<file path="config.mk">
export PLATFORM = sky130hd
export DESIGN_NAME = horner_frame_tx
export DESIGN_NICKNAME = d
export VERILOG_FILES = /design/src/rtl/horner_pkg.sv /design/src/rtl/axis_fifo2.sv /design/src/rtl/horner_frame_tx.sv
export SDC_FILE = /design/constraint.sdc
export NUM_CORES = 1
export LEC_CHECK = 0
export CORE_ASPECT_RATIO = 1.4
export CORE_MARGIN = 10
export CORE_UTILIZATION = 55
export DETAILED_ROUTE_END_ITERATION = 7
export GPL_ROUTABILITY_DRIVEN = 0
export PLACE_DENSITY = 0.86
export SYNTH_ARGS = -nofsm -noshare
export SYNTH_HDL_FRONTEND = slang
export SYNTH_SLANG_ARGS = --single-unit
</file>
<file path="constraint.sdc">
create_clock -name aclk -period 20.3 [get_ports aclk]
set_input_delay 2.03 -clock aclk [delete_from_list [all_inputs] [get_ports aclk]]
set_output_delay 2.03 -clock aclk [all_outputs]
set_load 0.05 [all_outputs]
</file>
<file path="src/rtl/horner_pkg.sv">
// Shared constants, section tags, FSM state type and beat layout for the
// Horner job-frame transmitter.
package horner_pkg;

  localparam int DATA_WIDTH    = 16;
  localparam int LANES         = 4;
  localparam int BEAT_W        = LANES * DATA_WIDTH;
  localparam int ORI_NUM       = 8;
  localparam int INT_NUM       = 35;
  localparam int LAY_NUM       = 5;
  localparam int WEIGHT_NUM    = 3 * ORI_NUM + INT_NUM - LAY_NUM + 3;
  localparam int MAT_NUM       = 3;
  localparam int VEC_NUM       = ORI_NUM + INT_NUM + LAY_NUM + 3;
  // Interface points handled per layer.
  localparam int NUM_PER_LAYER = INT_NUM / LAY_NUM;
  localparam int BODY_NUM      = WEIGHT_NUM + MAT_NUM + VEC_NUM;
  localparam int ADDR_W        = $clog2(BODY_NUM);

  localparam logic [1:0] TAG_HDR = 2'd0;
  localparam logic [1:0] TAG_WGT = 2'd1;
  localparam logic [1:0] TAG_MAT = 2'd2;
  localparam logic [1:0] TAG_VEC = 2'd3;

  typedef enum logic [1:0] {
    ST_IDLE  = 2'd0,
    ST_HDR   = 2'd1,
    ST_BODY  = 2'd2,
    ST_DRAIN = 2'd3
  } state_t;

  // One stream beat as held in the output FIFO.
  typedef struct packed {
    logic [BEAT_W-1:0] data;
    logic [1:0]        user;
    logic              last;
  } beat_t;

  // Section tag of a body beat from its buffer address.
  function automatic logic [1:0] tag_of(input logic [ADDR_W-1:0] addr);
    if (addr < ADDR_W'(WEIGHT_NUM))           return TAG_WGT;
    if (addr < ADDR_W'(WEIGHT_NUM + MAT_NUM)) return TAG_MAT;
    return TAG_VEC;
  endfunction

endpackage

</file>
<file path="src/rtl/axis_fifo2.sv">
// Two-entry register FIFO. Slot 0 is always the head; the occupancy count is
// exported so the producer can run a credit check against it.
module axis_fifo2 #(
  parameter int W = 8
) (
  input  logic         clk_i,
  input  logic         rst_i,
  input  logic         push_i,
  input  logic [W-1:0] push_data_i,
  input  logic         pop_i,
  output logic [W-1:0] head_o,
  output logic         head_valid_o,
  output logic [1:0]   count_o
);

  logic [W-1:0] slot0_q, slot0_d;
  logic [W-1:0] slot1_q, slot1_d;
  logic [1:0]   count_q, count_d;

  // Next slot contents and occupancy for push, pop or both.
  always_comb begin
    // NOTE: every output of this block gets a default first, so no path through
    // the case below can leave a value unassigned and infer a latch.
    slot0_d = slot0_q;
    slot1_d = slot1_q;
    count_d = count_q;
    case ({push_i, pop_i})
      2'b10: begin
        if (count_q == 2'd0) slot0_d = push_data_i;
        else                 slot1_d = push_data_i;
        count_d = count_q + 2'd1;
      end
      2'b01: begin
        slot0_d = slot1_q;
        count_d = count_q - 2'd1;
      end
      2'b11: begin
        // Occupancy stays the same; the new word goes behind the survivor.
        if (count_q == 2'd1) begin
          slot0_d = push_data_i;
        end else begin
          slot0_d = slot1_q;
          slot1_d = push_data_i;
        end
      end
      default: ;
    endcase
  end

  // Slot and count registers.
  always_ff @(posedge clk_i or posedge rst_i) begin
    // NOTE: the data slots are reset as well as the count, because the head
    // slot is the stream data output and must read zero out of reset.
    if (rst_i) begin
      slot0_q <= '0;
      slot1_q <= '0;
      count_q <= 2'd0;
    end else begin
      slot0_q <= slot0_d;
      slot1_q <= slot1_d;
      count_q <= count_d;
    end
  end

  assign head_o       = slot0_q;
  assign head_valid_o = (count_q != 2'd0);
  assign count_o      = count_q;

endmodule

</file>
<file path="src/rtl/horner_frame_tx.sv">
// AXI4-Stream master sending one Horner job frame: a header beat carrying
// cal_num followed by BODY_NUM beats read from the host frame buffer.
module horner_frame_tx
  import horner_pkg::*;
(
  input  logic              aclk,
  input  logic              areset,
  input  logic              start,
  input  logic [BEAT_W-1:0] cal_num,
  output logic              busy,
  output logic              done,
  output logic              rd_en,
  output logic [ADDR_W-1:0] rd_addr,
  input  logic [BEAT_W-1:0] rd_data,
  output logic [BEAT_W-1:0] m_axis_tdata,
  output logic              m_axis_tvalid,
  input  logic              m_axis_tready,
  output logic              m_axis_tlast,
  output logic [1:0]        m_axis_tuser
);

  state_t            state_q, state_d;
  logic [BEAT_W-1:0] cal_q, cal_d;
  logic              busy_q, busy_d;
  logic              done_q, done_d;
  logic [ADDR_W-1:0] rd_addr_q, rd_addr_d;
  logic              inflight_q;
  logic [1:0]        rd_tag_q;
  logic              rd_last_q;

  beat_t      push_beat, head_beat;
  logic       push, pop, credit_ok;
  logic [1:0] fifo_count;
  logic [2:0] occ_next;

  axis_fifo2 #(.W($bits(beat_t))) u_fifo (
    .clk_i        (aclk),
    .rst_i        (areset),
    .push_i       (push),
    .push_data_i  (push_beat),
    .pop_i        (pop),
    .head_o       (head_beat),
    .head_valid_o (m_axis_tvalid),
    .count_o      (fifo_count)
  );

  // FIFO write side: the header in HDR, otherwise read data returning from
  // the buffer one cycle after its strobe. The two never coincide because no
  // read is outstanding on entry to HDR.
  always_comb begin
    pop  = m_axis_tvalid && m_axis_tready;
    push = (state_q == ST_HDR) || inflight_q;
    if (state_q == ST_HDR) push_beat = '{data: cal_q, user: TAG_HDR, last: 1'b0};
    else                   push_beat = '{data: rd_data, user: rd_tag_q, last: rd_last_q};
    // A new read may go out only if the slot it lands in is guaranteed free
    // after this cycle's push and pop; counting the pop keeps 1 beat/cycle.
    occ_next  = 3'(fifo_count) + 3'(push) - 3'(pop);
    credit_ok = (occ_next < 3'd2);
    rd_en     = ((state_q == ST_HDR) || (state_q == ST_BODY)) && credit_ok;
  end

  // Frame sequencing: accept start, header, body reads, wait for tlast.
  always_comb begin
    state_d   = state_q;
    cal_d     = cal_q;
    busy_d    = busy_q;
    done_d    = 1'b0;
    rd_addr_d = rd_addr_q;
    case (state_q)
      ST_IDLE: begin
        if (start) begin
          cal_d   = cal_num;
          busy_d  = 1'b1;
          state_d = ST_HDR;
        end
      end
      ST_HDR: begin
        // Header is pushed this cycle; read 0 goes out alongside it.
        if (rd_en) rd_addr_d = rd_addr_q + 1'b1;
        state_d = ST_BODY;
      end
      ST_BODY: begin
        if (rd_en) begin
          if (rd_addr_q == ADDR_W'(BODY_NUM - 1)) begin
            rd_addr_d = '0;
            state_d   = ST_DRAIN;
          end else begin
            rd_addr_d = rd_addr_q + 1'b1;
          end
        end
      end
      ST_DRAIN: begin
        if (pop && head_beat.last) begin
          done_d  = 1'b1;
          busy_d  = 1'b0;
          state_d = ST_IDLE;
        end
      end
      default: state_d = ST_IDLE;
    endcase
  end

  // Control registers and the tag/last pipeline that tracks the pending read.
  always_ff @(posedge aclk or posedge areset) begin
    // NOTE: all state here uses non-blocking assignments so every register
    // samples the pre-edge values regardless of statement order.
    if (areset) begin
      state_q    <= ST_IDLE;
      cal_q      <= '0;
      busy_q     <= 1'b0;
      done_q     <= 1'b0;
      rd_addr_q  <= '0;
      inflight_q <= 1'b0;
      rd_tag_q   <= TAG_HDR;
      rd_last_q  <= 1'b0;
    end else begin
      state_q    <= state_d;
      cal_q      <= cal_d;
      busy_q     <= busy_d;
      done_q     <= done_d;
      rd_addr_q  <= rd_addr_d;
      inflight_q <= rd_en;
      rd_tag_q   <= tag_of(rd_addr_q);
      rd_last_q  <= (rd_addr_q == ADDR_W'(BODY_NUM - 1));
    end
  end

  assign busy         = busy_q;
  assign done         = done_q;
  assign rd_addr      = rd_addr_q;
  assign m_axis_tdata = head_beat.data;
  assign m_axis_tuser = head_beat.user;
  assign m_axis_tlast = head_beat.last;

endmodule
</file>
==> flow_summary_export.csv, run 1 <==
group,metric,value,unit
routing,dr_pass1_iterations,5,
global_routing,antenna_found_initial,0,
yosys,netlist.area_leader.share,0.554,
setup_path,endpoint_kind,"output pin",
clock_tree,h-tree-depth,1,
floorplanning,total_die_area,23400,µm²
global_routing,grt_total_ovfl,0,
global_routing,via_count_of_the_first_global_routing_pass,6924,
sta,fmaxAchievable,137,MHz
routing,post_drt_via_cell_ratio,5.28,
yosys,number_of_synthesis_warnings,0,
setup_path,critical_path_buf_inv_count,2,
sta,final.period_utilization,0.360,
floorplanning,die_height,177,µm
global_routing,grt_pass1_wl,35.9,mm
yosys,ys_seq_elements,215,
yosys,total_nets_after_synthesis,911,
sta,finalHoldViolCount,0,
sta,setup_viols_final,0,
setup_path,worst-endpoint-arrival,5.29,ns
setup_path,start_kind,"input pin",
yosys,synthMostInstantiatedCell,"sky130_fd_sc_hd__dfrtp_1",
layout,area_occupied_by_multi_input_gates,4040,µm²
global_routing,track_usage,0.185,
yosys,synth.distinct_cells,44,
layout,area.sequential,5380,µm²
power_and_ir_drop,power_density,175,nW/µm²
sta,setup_tns,0,ns
clock_tree,post_cts_resize_count,0,
routing,routedWlPerCell,18.5,µm
setup_path,critPathRequiredTime,18.27,ns
yosys,yosys_most_used_dff,"sky130_fd_sc_hd__dfrtp_1",
setup_path,critical_path.max_fanout,8,
layout,antenna-diode-count,0,
yosys,netlist_area,9700,µm²
placement,pre_cts_slack,13.07,ns
power_and_ir_drop,reported_leakage_power,5.42,nW
sta,layout_setup_ws,12.98,ns
yosys,synth_top_area_cell,"sky130_fd_sc_hd__dfrtp_1",
layout,layout.nets,1105,
yosys,syn_avg_cell_area,12.6,µm²
sta,worst-slew-pin-transition,1.09,ns
floorplanning,floorplan.core_area,17300,µm²
floorplanning,initial_utilization,0.560,
sta,final_max_slew_viol_count,0,
routing,wirelength,22.4,mm
clock_tree,clock-root-buffer,"sky130_fd_sc_hd__clkbuf_16",
setup_path,chain_of_cells_forming_the_critical_path,"clkdlybuf4s50_1, nor2b_1, xnor2_1, nand2_1, fa_1, xnor2_2, nor2b_1, clkdlybuf4s50_1",
clock_tree,clk_latency,0.49,ns
yosys,synth_async_sr_flop_share,1.00,
power_and_ir_drop,p_total,2.21,mW
setup_path,delay_heaviest_family_cp,"buffers and inverters",
clock_tree,cts.sinks,215,
flow_run,drv.max_cap_violation_count,0,
sta,max-slew-margin-rel,0.273,
layout,area_grow_syn2layout,29.8,%
setup_path,critical_path_class,"input pin to output pin",
yosys,seq_area_frac_synth,0.554,
yosys,synth_edf_count,0,
routing,dr_iter_0_viols,348,
sta,rsz0062_at_grt,"false",
yosys,synthCells,769,
routing,vias,6402,
floorplanning,boundaryPins,210,
routing,remaining_drc_errors,0,
status,run_status,"finished clean",
setup_path,timing.critical_path.slowest_cell_delay,0.87,ns
yosys,post_synth_main_area_contributors,"sky130_fd_sc_hd__dfrtp_1, sky130_fd_sc_hd__mux2_2, sky130_fd_sc_hd__mux2i_1",
floorplanning,fp_rows,57,
clock_tree,cts_buffer_count,21,
yosys,netlist_top_cells_count,"sky130_fd_sc_hd__dfrtp_1, sky130_fd_sc_hd__mux2_2, sky130_fd_sc_hd__nand2_1",
sta,post-route-min-period,7.32,ns
setup_path,critPathSlowestCell,"sky130_fd_sc_hd__clkdlybuf4s50_1",
floorplanning,chipWidth,132,µm
hold_path,holdCritPathClass,"flip-flop to flip-flop",
layout,drive_above_1_share,0.220,
clock_tree,cts-root-to-sink-buffers,3,
power_and_ir_drop,vdd.ir_drop.worst,0.117,mV
placement,port_buffer_count,209,
clock_tree,cts_hold_buf,0,
clock_tree,post-cts-setup-buffers,0,
routing,antenna_left,0,
placement,post-dp-hpwl,15.5,mm
layout,fillers,1224,
clock_tree,cts_tree,"done",
global_routing,grt_max_degree,144,
sta,clock-skew-final,0.00857,ns
clock_tree,clkTransAtPathRegs,0.06,ns
[tightest hold or removal path: stages, from the launching register on]
cell,delay [ns]
sky130_fd_sc_hd__dfrtp_1,0.34
sky130_fd_sc_hd__nand2_1,0.05
sky130_fd_sc_hd__o21ai_0,0.06
[worst paths after layout]
kind | to | from | slack [ns] | cells after the start
worst max-delay path | rd_en | m_axis_tready | 12.98 | 8
worst max register to register | u_fifo.head_o[60]$_DFFE_PP0P_ | state_q[1]$_DFFE_PP0P_ | 16.52 | 7
max in group asynchronous | cal_q[26]$_DFFE_PP0P_ | areset | 16.62 | 3
worst min register to register | u_fifo.head_o[59]$_DFFE_PP0P_ | u_fifo.head_o[59]$_DFFE_PP0P_ | 0.48 | 2
min in group asynchronous | cal_q[31]$_DFFE_PP0P_ | areset | 2.10 | 2
worst min-delay path | u_fifo.head_o[59]$_DFFE_PP0P_ | u_fifo.head_o[59]$_DFFE_PP0P_ | 0.48 | 2
[cells in the final DEF (no fill, tap or decap), drive strengths merged, types with 4 or more instances in the layout]
| master | instances |
|---|---|
| dfrtp | 215 |
| ha | 9 |
| nand2 | 77 |
| buf | 6 |
| mux2 | 183 |
| o21ai | 69 |
| mux2i | 68 |
| clkbuf | 31 |
| nor2b | 5 |
| xor2 | 4 |
| nand3 | 5 |
| nor2 | 22 |
| inv | 23 |
| clkdlybuf4s50 | 209 |
| a21oi | 17 |
[per-layer routing]
layer / GRT usage / up-vias / share of wire
li1: - / 3052 / -
met1: 0.202 / 3190 / 0.38
met2: 0.351 / 143 / 0.55
met3: 0.0452 / 17 / 0.054
met4: 0.0450 / 0 / 0.017
met5: 0 / - / 0
[through the flow]
stage	utilization	area (µm²)	cells	hold WS [ns]
final	0.727	12600	1212	0.478
after floorplan	-	9700	769	0.458
after detailed placement	0.689	11900	1176	0.472
after global placement	0.689	11900	1176	0.460
after global routing	0.727	12600	1212	0.503
after CTS	0.727	12600	1212	0.485
[state kept, by name (all words and copies together), names as in the netlist]
signal,cells
rd_tag_q,2
rd_last_q,1
busy,1
u_fifo.count_o,2
inflight_q,1
done,1
state_q,2
cal_q,64
u_fifo.head_o,67
rd_addr,7
u_fifo.slot1_q,67
[final cells by class]
class,instances,area share
clock inverter,5,0.00427
multi-input combinational,488,0.320
clock buffer,31,0.0479
sequential,215,0.427
inverter,22,0.00715
tap,236,0.0234
timing repair buffer,215,0.170
[cell families after synthesis]
group / after synthesis / synth area share
multiplexers: 251 / 0.282
flip-flops: 215 / 0.554
AND/OR/NAND/NOR: 125 / 0.0556
buffers and inverters: 66 / 0.0327
AO/OA/AOI/OAI: 95 / 0.0540
XOR/XNOR: 7 / 0.00709
adder cells (fa/ha/maj): 10 / 0.0137
[power by group]
part	internal (mW)	total [mW]	leakage, nW	switching, mW
Sequential	0.638	0.747	2.58	0.109
Combinational	0.467	1.09	2.51	0.622
Clock	0.218	0.374	0.325	0.156
Total	1.32	2.21	5.42	0.887
(Power assumes the default switching activity.)
==> run 2: changes to the inputs <==
CORE_UTILIZATION = 51   (was 55)
PLACE_DENSITY = 0.8   (was 0.86)
clock period = 7.4 ns   (was 20.3 ns; I/O delays follow)
==> flow_summary_export.csv, run 2 (same netlist as run 1, synthesis figures left out) <==
group,metric,value,unit
placement,placedInstanceArea,12000,µm²
floorplanning,die_height,183,µm
setup_path,critical_path.max_fanout,8,
sta,max-slew-margin-rel,0.320,
hold_path,min_to,"u_fifo.head_o[42]$_DFFE_PP0P_",
routing,remaining_drc_errors,0,
sta,finalHoldViolCount,0,
routing,vias,6415,
setup_path,worst-endpoint-arrival,4.02,ns
placement,post-dp-hpwl,15.4,mm
layout,final_cell_mix,"sky130_fd_sc_hd__dfrtp_1, sky130_fd_sc_hd__clkdlybuf4s50_1, sky130_fd_sc_hd__mux2_2",
status,run_status,"finished clean",
clock_tree,cts-root-to-sink-buffers,3,
clock_tree,h-tree-depth,1,
clock_tree,cts_tree,"done",
setup_path,critPathRequiredTime,6.66,ns
hold_path,hp-start,"u_fifo.head_o[42]$_DFFE_PP0P_",
hold_path,hold_path_cell_cnt,2,
setup_path,critical_path_class,"flip-flop to output pin",
power_and_ir_drop,reported_leakage_power,5.46,nW
global_routing,antenna_found_initial,1,
setup_path,reg2reg_setup_slack,4.09,ns
sta,worst-slew-pin-transition,1.02,ns
setup_path,endpoint_kind,"output pin",
sta,setup_viols_final,0,
routing,antenna_left,0,
power_and_ir_drop,vdd.ir_drop.worst,0.292,mV
global_routing,grt_max_degree,140,
sta,setup_tns,0,ns
sta,final_max_slew_viol_count,0,
sta,post-route-min-period,4.76,ns
routing,routedWlPerCell,18.2,µm
sta,fmaxAchievable,210,MHz
placement,port_buffer_count,209,
floorplanning,chipWidth,137,µm
clock_tree,cts_hold_buf,0,
sta,layout_setup_ws,2.64,ns
power_and_ir_drop,power_density,482,nW/µm²
floorplanning,fp_rows,59,
layout,area_grow_syn2layout,30.7,%
hold_path,holdCritPathClass,"flip-flop to flip-flop",
setup_path,crit-reg2reg-launch,"u_fifo.count_o[1]$_DFFE_PP0P_",
layout,mostFrequentLayoutCell,"sky130_fd_sc_hd__dfrtp_1",
routing,post_drt_via_cell_ratio,5.23,
global_routing,grt_total_ovfl,0,
clock_tree,clkTransAtPathRegs,0.06,ns
routing,wirelength,22.4,mm
placement,pre_cts_slack,2.75,ns
setup_path,reg2reg_to,"rd_addr[5]$_DFFE_PP0P_",
clock_tree,cts_buffer_count,22,
clock_tree,post-cts-setup-buffers,0,
clock_tree,clock-root-buffer,"sky130_fd_sc_hd__clkbuf_16",
routing,dr_pass1_iterations,4,
clock_tree,clk_latency,0.49,ns
layout,drive_above_1_share,0.223,
global_routing,via_count_of_the_first_global_routing_pass,6849,
routing,dr_iter_0_viols,324,
floorplanning,boundaryPins,210,
sta,rsz0062_at_grt,"false",
global_routing,grt_pass1_wl,35.8,mm
clock_tree,post_cts_resize_count,0,
flow_run,drv.max_cap_violation_count,0,
sta,clock-skew-final,0.00790,ns
sta,final.period_utilization,0.643,
floorplanning,total_die_area,25000,µm²
floorplanning,initial_utilization,0.520,
setup_path,worstRegToRegCells,10,
floorplanning,floorplan.core_area,18700,µm²
sta,finalHoldWorstSlack,0.476,ns
layout,layout.nets,1108,
clock_tree,cts.sinks,215,
setup_path,start_kind,"flip-flop",
global_routing,track_usage,0.176,
layout,finish.instance_area,12700,µm²
-- run 2: cell type report --
| type | instances | area [µm²] |
|---|---|---|
| antenna | 1 | 2.50 |
| clock buffer | 35 | 661 |
| clock inverter | 5 | 50.0 |
| fill | 1435 | 5990 |
| inverter | 22 | 90.1 |
| multi-input combinational | 488 | 4040 |
| sequential | 215 | 5380 |
| tap | 244 | 305 |
| timing repair buffer | 217 | 2150 |
-- run 2: layer usage --
metal | track usage | wire, µm | vias to the layer above
met4 | 0.0525 | 477 | 0
met1 | 0.198 | 8580 | 3173
met2 | 0.319 | 12000 | 146
met3 | 0.0413 | 1320 | 30
met5 | 0 | 0 | -
li1 | - | - | 3066
-- run 2: critical path: stages (launching register included) --
cell                              delay [ns]
sky130_fd_sc_hd__dfrtp_1                0.49
sky130_fd_sc_hd__inv_1                  0.12
sky130_fd_sc_hd__ha_1                   0.30
sky130_fd_sc_hd__nor2b_1                0.40
sky130_fd_sc_hd__xnor2_1                0.21
sky130_fd_sc_hd__nand2_1                0.11
sky130_fd_sc_hd__fa_1                   0.43
sky130_fd_sc_hd__xnor2_2                0.30
sky130_fd_sc_hd__nor2b_1                0.27
sky130_fd_sc_hd__clkdlybuf4s50_1        0.88
-- run 2: report_power, final --
part           internal, mW  switching [mW]  total [mW]
combinational          1.28            1.70        2.98
sequential             1.75           0.295        2.05
clock                 0.646           0.437        1.08
total                  3.68            2.43        6.11
-- run 2: worst max-delay path by stage --
stage                  endpoint  depth (start not counted)                     startpoint  slack (ns)
5_1_grt                   rd_en                          9  u_fifo.count_o[1]$_DFFE_PP0P_        2.45
3_5_place_dp              rd_en                          8                  m_axis_tready        2.75
6_report                  rd_en                          9  u_fifo.count_o[1]$_DFFE_PP0P_        2.64
4_1_cts                   rd_en                          9  u_fifo.count_o[1]$_DFFE_PP0P_        2.64
3_3_place_gp              rd_en                          8                  m_axis_tready        2.85
2_1_floorplan  busy$_DFFE_PP0P_                          1                         areset        0.78
-- run 2: per-stage QoR --
stage / util / instances / total power, mW
global route: 0.679 / 1227 / 6.50
floorplan: - / 769 / 4.23
CTS: 0.679 / 1226 / 6.20
detailed placement: 0.641 / 1186 / 5.09
finish: 0.679 / 1227 / 6.11
global placement: 0.641 / 1186 / 4.99
==> run 3: changes to the inputs <==
CORE_UTILIZATION = 46   (was 51)
PLACE_DENSITY = 0.76   (was 0.8)
clock period = 4 ns   (was 7.4 ns; I/O delays follow)
==> flow_summary_export.csv, run 3 (same netlist as run 1, synthesis figures left out) <==
group,metric,value,unit
setup_path,chain_of_cells_forming_the_critical_path,"inv_1, ha_1, nor2b_2, xnor2_1, nand2_1, fa_1, xnor2_2, nor2b_1, buf_12",
layout,mostFrequentLayoutCell,"sky130_fd_sc_hd__dfrtp_1",
placement,post-dp-hpwl,15.7,mm
sta,finalHoldViolCount,0,
global_routing,grt_max_degree,88,
global_routing,track_usage,0.165,
setup_path,critical_path.max_fanout,8,
setup_path,reg2reg_to,"rd_addr[5]$_DFFE_PP0P_",
clock_tree,cts-root-to-sink-buffers,3,
layout,final-instance-count-excl-fill,1240,
power_and_ir_drop,p_int,7.05,mW
routing,post_drt_via_cell_ratio,5.17,
global_routing,antenna_found_initial,0,
setup_path,critical_path_buf_inv_count,2,
routing,routedWlPerCell,18.3,µm
routing,dr_pass1_iterations,4,
sta,final_max_slew_viol_count,0,
clock_tree,clkTransAtPathRegs,0.06,ns
clock_tree,cts.sinks,215,
setup_path,endpoint_kind,"output pin",
floorplanning,boundaryPins,210,
routing,dr_iter_0_viols,233,
setup_path,worstRegToRegCells,10,
power_and_ir_drop,reported_leakage_power,5.53,nW
status,run_status,"finished clean",
global_routing,grt_total_ovfl,0,
floorplanning,chipWidth,143,µm
power_and_ir_drop,power_switching,4.55,mW
sta,max-slew-margin-rel,0.322,
clock_tree,clock-root-buffer,"sky130_fd_sc_hd__clkbuf_16",
floorplanning,total_die_area,27400,µm²
global_routing,grt_pass1_wl,36.6,mm
floorplanning,fp_rows,62,
routing,vias,6408,
setup_path,reg2reg_setup_slack,0.83,ns
layout,layout.nets,1111,
setup_path,crit-reg2reg-launch,"u_fifo.count_o[1]$_DFFE_PP0P_",
sta,fmaxAchievable,271,MHz
layout,fillers,1641,
clock_tree,h-tree-depth,1,
hold_path,holdCritPathClass,"input pin to async pin",
setup_path,critPathSlowestCell,"sky130_fd_sc_hd__dfrtp_1",
sta,worst-slew-pin-transition,1.02,ns
sta,final.period_utilization,0.922,
clock_tree,cts_buffer_count,23,
power_and_ir_drop,combinationalPowerShare,0.486,
floorplanning,die_height,192,µm
setup_path,delay_heaviest_family_cp,"simple AND/OR/NAND/NOR gates",
sta,rsz0062_at_grt,"false",
floorplanning,floorplan.core_area,20600,µm²
routing,remaining_drc_errors,0,
power_and_ir_drop,p_sw_frac,0.392,
sta,setup_tns,0,ns
power_and_ir_drop,vdd.ir_drop.worst,0.517,mV
placement,dpl.cell_count,1200,
sta,setup_viols_final,0,
setup_path,start_kind,"flip-flop",
power_and_ir_drop,share_seq_of_total_power,0.324,
layout,antenna-diode-count,0,
power_and_ir_drop,power_density,901,nW/µm²
placement,port_buffer_count,209,
setup_path,timing.critical_path.slowest_cell_delay,0.48,ns
layout,drive_above_1_share,0.232,
power_and_ir_drop,power.share.clock,0.190,
layout,final_cell_mix,"sky130_fd_sc_hd__dfrtp_1, sky130_fd_sc_hd__clkdlybuf4s50_1, sky130_fd_sc_hd__mux2_2",
layout,area_grow_syn2layout,32.6,%
sta,post-route-min-period,3.69,ns
sta,clock-skew-final,0.00912,ns
routing,antenna_left,0,
floorplanning,initial_utilization,0.470,
setup_path,critical_path_class,"flip-flop to output pin",
layout,utilization,0.624,
clock_tree,cts_tree,"done",
setup_path,critPathRequiredTime,3.60,ns
setup_path,worst-endpoint-arrival,3.29,ns
routing,wirelength,22.7,mm
clock_tree,clk_latency,0.49,ns
flow_run,drv.max_cap_violation_count,0,
global_routing,via_count_of_the_first_global_routing_pass,6791,
==> run 3: cell types whose count changed in the layout (fill, tap and decap cells not counted), moves of 2 or more <==
cell                        change
sky130_fd_sc_hd__buf_12         +7
sky130_fd_sc_hd__clkbuf_1       -5
sky130_fd_sc_hd__buf_4          -4
sky130_fd_sc_hd__bufinv_16      +2
sky130_fd_sc_hd__clkbuf_8       +2
==> run 3: worst register-to-register path, stage by stage (launching register included) <==
cell,delay (ns)
sky130_fd_sc_hd__dfrtp_1,0.48
sky130_fd_sc_hd__inv_1,0.10
sky130_fd_sc_hd__ha_1,0.31
sky130_fd_sc_hd__nor2b_2,0.29
sky130_fd_sc_hd__xnor2_1,0.20
sky130_fd_sc_hd__nand2_1,0.10
sky130_fd_sc_hd__fa_1,0.42
sky130_fd_sc_hd__xnor2_2,0.32
sky130_fd_sc_hd__nand2_1,0.19
sky130_fd_sc_hd__or4_1,0.53
sky130_fd_sc_hd__a21oi_1,0.15
==> run 3: power groups by stage <==
stage	Clock, mW	Combinational, mW	Sequential, mW
final	2.20	5.64	3.76
after global routing	2.34	6.11	3.89
after CTS	2.26	5.74	3.77
after detailed placement	0	5.71	3.80
after global placement	0	5.60	3.75
after floorplan	0	2.96	4.86
==> run 3: timing repair <==
| item | 4_1_cts | 5_1_grt |
|---|---|---|
| hold endpoints to repair | 0 | 0 |
| buffers inserted | 0 | 0 |
| hold buffers | 0 | 0 |
| endpoints found under the setup margin | 0 | 1 |
| gates resized for setup | 0 | 1 |
==> run 3: stage by stage <==
stage          setup WS [ns]  power (mW)  instance area [µm²]  hold slack (ns)
2_1_floorplan          0.690        7.82                 9710            0.458
3_3_place_gp           0.684        9.35                12100            0.462
3_5_place_dp           0.621        9.51                12100            0.470
4_1_cts                0.165        11.8                12900            0.414
5_1_grt               0.0884        12.3                12900            0.447
6_report               0.311        11.6                12900            0.405
==> run 3: layout make-up <==
type | count | area [µm²] | area share
well taps | 256 | 320 | 0.0249
inverters | 22 | 86.3 | 0.00671
flip-flops and latches | 215 | 5380 | 0.418
multi-input cells | 488 | 4040 | 0.314
clock inverters | 8 | 119 | 0.00923
repair buffers | 219 | 2250 | 0.175
clock buffers | 32 | 669 | 0.0520
==> run 3: metal layers <==
layer  up-vias  track usage  share of wire
li1       3075            -              -
met1      3187        0.192           0.40
met2       124        0.299           0.53
met3        22       0.0391          0.059
met4         0       0.0370          0.013
met5         -            0              0
==> run 3: how the worst max path moves through the flow <==
stage                                   from                endpoint  slack, ns  cells past startpoint
3_3_place_gp                   m_axis_tready                   rd_en       0.68                      8
3_5_place_dp                   m_axis_tready                   rd_en       0.62                      8
4_1_cts        u_fifo.count_o[1]$_DFFE_PP0P_                   rd_en       0.17                      9
2_1_floorplan  u_fifo.count_o[1]$_DFFE_PP0P_  rd_addr[2]$_DFFE_PP0P_       0.69                     10
5_1_grt        u_fifo.count_o[1]$_DFFE_PP0P_                   rd_en       0.09                      9
6_report       u_fifo.count_o[1]$_DFFE_PP0P_                   rd_en       0.31                      9
